[src/rtl/div8_seq.sv]
// Iterative unsigned restoring divider (one shift + trial subtract per clock)
// with a start/busy/done handshake for the ALU controller.
module div8_seq #(
   parameter int WIDTH = 8
) (
   input  logic             clk,
   input  logic             rst,
   input  logic             start,
   input  logic [WIDTH-1:0] A,
   input  logic [WIDTH-1:0] B,
   output logic [WIDTH-1:0] Q,
   output logic [WIDTH-1:0] R,
   output logic             busy,
   output logic             done,
   output logic             ZF,
   output logic             DZ
);

   localparam int CW = (WIDTH > 1) ? $clog2(WIDTH) : 1;
   localparam logic [CW-1:0] LAST = CW'(WIDTH - 1);

   typedef enum logic [1:0] {IDLE, CALC, DONE} state_t;

   state_t           state;
   logic [WIDTH-1:0] dvd;
   logic [WIDTH-1:0] dvs;
   logic [WIDTH-1:0] quo;
   logic [WIDTH:0]   p;
   logic [CW-1:0]    cnt;

   logic [WIDTH:0]   p_sh;
   logic [WIDTH+1:0] diff;
   logic             borrow;
   logic [WIDTH:0]   p_nxt;
   logic [WIDTH-1:0] q_nxt;

   // One restoring step; the extra MSB of diff is the borrow out of P - B.
   always_comb begin
      p_sh   = {p[WIDTH-1:0], dvd[WIDTH-1]};
      diff   = {1'b0, p_sh} - {2'b00, dvs};
      borrow = diff[WIDTH+1];
      p_nxt  = borrow ? p_sh : diff[WIDTH:0];
      q_nxt  = {quo[WIDTH-2:0], ~borrow};
   end

   always_ff @(posedge clk) begin
      if (rst) begin
         state <= IDLE;
         Q     <= '0;
         R     <= '0;
         busy  <= 1'b0;
         done  <= 1'b0;
         ZF    <= 1'b0;
         DZ    <= 1'b0;
         cnt   <= '0;
         dvd   <= '0;
         dvs   <= '0;
         quo   <= '0;
         p     <= '0;
      end else begin
         case (state)
            IDLE: begin
               done <= 1'b0;
               if (start) begin
                  busy <= 1'b1;
                  if (B != '0) begin
                     dvd   <= A;
                     dvs   <= B;
                     p     <= '0;
                     quo   <= '0;
                     cnt   <= '0;
                     state <= CALC;
                  end else begin
                     Q     <= '1;
                     R     <= A;
                     DZ    <= 1'b1;
                     ZF    <= 1'b0;
                     done  <= 1'b1;
                     state <= DONE;
                  end
               end
            end
            CALC: begin
               p   <= p_nxt;
               quo <= q_nxt;
               dvd <= {dvd[WIDTH-2:0], 1'b0};
               cnt <= cnt + CW'(1);
               // Results are published only on the final step so Q/R stay stable mid-division.
               if (cnt == LAST) begin
                  Q     <= q_nxt;
                  R     <= p_nxt[WIDTH-1:0];
                  ZF    <= (q_nxt == '0);
                  DZ    <= 1'b0;
                  done  <= 1'b1;
                  state <= DONE;
               end
            end
            DONE: begin
               done  <= 1'b0;
               busy  <= 1'b0;
               state <= IDLE;
            end
            default: state <= IDLE;
         endcase
      end
   end

endmodule
[config.mk]
export PLATFORM = sky130hd
export DESIGN_NAME = div8_seq
export DESIGN_NICKNAME = d
export VERILOG_FILES = /design/src/rtl/div8_seq.sv
export SDC_FILE = /design/constraint.sdc
export NUM_CORES = 1
export LEC_CHECK = 0
export ABC_AREA = 1
export CAP_MARGIN = 0
export CELL_PAD_IN_SITES_DETAIL_PLACEMENT = 2
export CELL_PAD_IN_SITES_GLOBAL_PLACEMENT = 2
export CORE_MARGIN = 2
export CORE_UTILIZATION = 24
export CTS_CLUSTER_SIZE = 20
export DETAILED_ROUTE_END_ITERATION = 10
export MAX_ROUTING_LAYER = met4
export PLACE_DENSITY_LB_ADDON = 0.1
export SYNTH_ARGS = -nofsm -noshare
export SYNTH_HDL_FRONTEND = slang
export SYNTH_SLANG_ARGS = --single-unit
[constraint.sdc]
create_clock -name clk -period 2.2 [get_ports clk]
set_input_delay 0.33 -clock clk [delete_from_list [all_inputs] [get_ports clk]]
set_output_delay 0.33 -clock clk [all_outputs]
set_load 0.005 [all_outputs]
==> key figures <==
Synthesis
  – Flops & latches, synth: 56
  – Mapped Avg Cell Area: 6.81 um^2
  – Post-synthesis sequential area ratio: 0.382
  – Synth cell types: 29
  – Gate count after technology mapping: 431
  – Number of synthesized flops with an enable pin: 0
  – Post-Syn Nets: 465
  – Top-area cell type share of the netlist area: 0.382
  – Synth async-reset ratio: 0
  – Post-synth top flop: dfxtp_1
  – Area leader, netlist: dfxtp_1
  – Area contributors post-synth: dfxtp_1, nand2_1, a21oi_1
  – Top-count cell post-synth: nand2_1
  – Cell Area, Synth: slightly below 0.003 mm^2
  – Synth top cells by count: nand2_1, inv_1, dfxtp_1
  – YS warnings: 0

Clock network
  – Root Driver: clkbuf_16
  – PostCTS Resize Cnt: 0
  – Clk slew on worst S/H paths: ~0.08 ns
  – Post-CTS setup buffer count: 0
  – H-tree depth: 2
  – TritonCTS buffer count: 5
  – Maximum clock path buffer count: 2
  – Post-cts hold buffer count: 0
  – Sink Count: 56
  – CTS tree: built
  – Worst skew pair latency: just over 0.3 ns

Critical path
  – Largest stage delay on the critical path: 0.37 ns
  – CP arrival: around 2.2 ns
  – Delay-heaviest family, CP: simple AND/OR/NAND/NOR gates
  – Critical path buffers and inverters: 3
  – Setup Crit Path Kind: flop to flop
  – Kind of start point of the critical path: flop
  – Most frequent CP cell: nand3_1
  – Crit path max fanout: 10
  – Critical Path End Type: flop
  – Slowest CP cell: ha_1
  – CP Data Required Time: 2.46 ns
  – Critical-path cell list: inv_1 -> ha_1 -> nand2_1 -> nor3_2 -> nand3_1 -> nand3_1 -> buf_4 -> nand3_1 -> nand3_1 -> nand2_1 -> inv_1

Timing
  – Fin worst setup slack: 0.244 ns
  – Final hold vios: 0
  – Slew Limit Fails: 0
  – Fin Setup TNS: 0 ns
  – Maximum clock frequency: just over 0.5 GHz
  – Clk_skew: 0.00810 ns
  – Worst-margin pin slew: 0.318 ns
  – Min Clock Period, post-route: between 1.5 and 2 ns
  – RSZ-0062 raised after global routing: false
  – Worst slew margin: 0.786
  – Tcrit/Tclk final: 0.889
  – Setup violators final: 0

Global routing
  – GRT overflow: 0
  – First-pass GRT wire length: about 16000 um
  – Largest net degree at the start of global routing: 34
  – Initial antenna violation count: 0
  – Number of global-route vias before repair: 3234
  – Global Route Usage Sum: 0.160

Routing
  – Vias per inst: 4.66
  – Drt pass-1 iters: 4
  – DRT antenna net count: 0
  – Vias after detailed routing: 2883
  – Final wirelength: around 9500 um
  – WL per Instance: ~15 um
  – Number of DRC markers in iteration 0: between 60 and 70
  – Residual DRC: 0

Power
  – Part of the power in registers: 0.367
  – Maximum vdd drop: 0.285 mV
  – Leakage power: 1.70 nW
  – Int Pwr: ~2.2 mW
  – Power density over the cells: 970 mW/mm^2
  – Clock power frac: 0.243
  – Net Sw Power: around 1.4 mW
  – Sw frac: 0.387
  – Combinational share of power: 0.390
  – Pwr Total: 3.57 mW

Die
  – Die width: 115 um
  – Num rows: 40
  – Die Ht: 115 um
  – Total die area: 0.0131 mm^2
  – I/O pin count: 39
  – Area of the core: 0.0120 mm^2
  – Initial Utilization: 0.245

Run
  – Max-cap viol count: 0

Min path
  – Type of the most critical hold path: flop to flop

Placed design
  – Placed Cells incl. Taps: just over 600
  – HPWL Detailed: 7090 um
  – Place WS: 0.124 ns
  – IO buf count: 38
  – Placer's final routability congestion estimate: around 0.74

Finish
  – Sequential Area: 0.00112 mm^2
  – Final Net Count: 505
  – Final cell count without fillers: 619
  – Area of the multi-input gates: 0.00146 mm^2
  – ANT cells: 0
  – Fraction of layout cells with a size suffix above 1: 0.0657
  – Syn-to-layout area delta: 25.4%
  – Number of fill cells: between 1000 and 1500
  – Core Util, Final: 0.308

Outcome
  – Outcome: finished clean
-- worst paths after layout --
path	depth (start not counted)	end	slack, ns	from
worst max-delay path	11	R[6]	0.24	dvs[5]
worst min-delay path	2	Q[6]	0.47	Q[6]
worst max register to register	11	R[6]	0.24	dvs[5]
worst min register to register	2	Q[6]	0.47	Q[6]
-- cell type report --
class | instances | area share
Clock buffer | 5 | 0.0340
Clock inverter | 3 | 0.00680
Inverter | 74 | 0.0755
Multi-Input combinational cell | 283 | 0.396
Sequential cell | 56 | 0.305
Tap cell | 147 | 0.0500
Timing Repair Buffer | 51 | 0.133
-- power by group through the flow --
stage                     clock [mW]  combinational (mW)  sequential, mW
final                          0.867                1.39            1.31
after global routing           0.964                1.61            1.33
after detailed placement           0                1.42            1.34
after floorplan                    0               0.897            1.30
after global placement             0                1.38            1.33
after CTS                      0.926                1.43            1.31
-- routing by layer --
layer,wire [um],vias up,track usage
met5,0,-,-
li1,-,1457,-
met1,4290,1389,0.179
met4,137,0,0.0423
met3,219,13,0.0323
met2,4830,24,0.290
-- through the flow --
step | hold slack [ns] | instance area, um^2
floorplan | 0.435 | 2930
global placement | 0.457 | 3530
detailed placement | 0.464 | 3530
CTS | 0.478 | 3680
global route | 0.493 | 3680
finish | 0.471 | 3680
-- placed cells by master (no fill, tap or decap), types with 12 or more instances in the layout --
cell type        Yosys  layout
nand2_1             83      83
ha_1                14      14
a21oi_1             54      54
buf_4                0      12
nor2_1              33      33
dfxtp_1             56      56
o21ai_0             33      33
nand3_1             32      32
clkdlybuf4s50_1      0      38
inv_1               70      70
-- registers in the layout, summed over array words and instances (netlist names), 2 cells and up --
signal,count
state,2
dvs,8
dvd,8
cnt,3
R,8
quo,7
p,8
Q,8
-- tightest hold or removal path, cell delays in order, from the launching register on --
cell and delay, ns:
dfxtp_1 0.32, nand2_1 0.06, a21oi_1 0.05
-- cells by family (layout without fill, tap and decap cells) --
kind of cell,Yosys count,after routing,synth area share
fa+ha+maj,15,15,0.0665
buf+inv,92,133,0.122
flops,56,56,0.382
xor+xnor,2,2,0.00597
compound gates,103,103,0.186
simple gates,163,163,0.238
(Power assumes the default switching activity.)
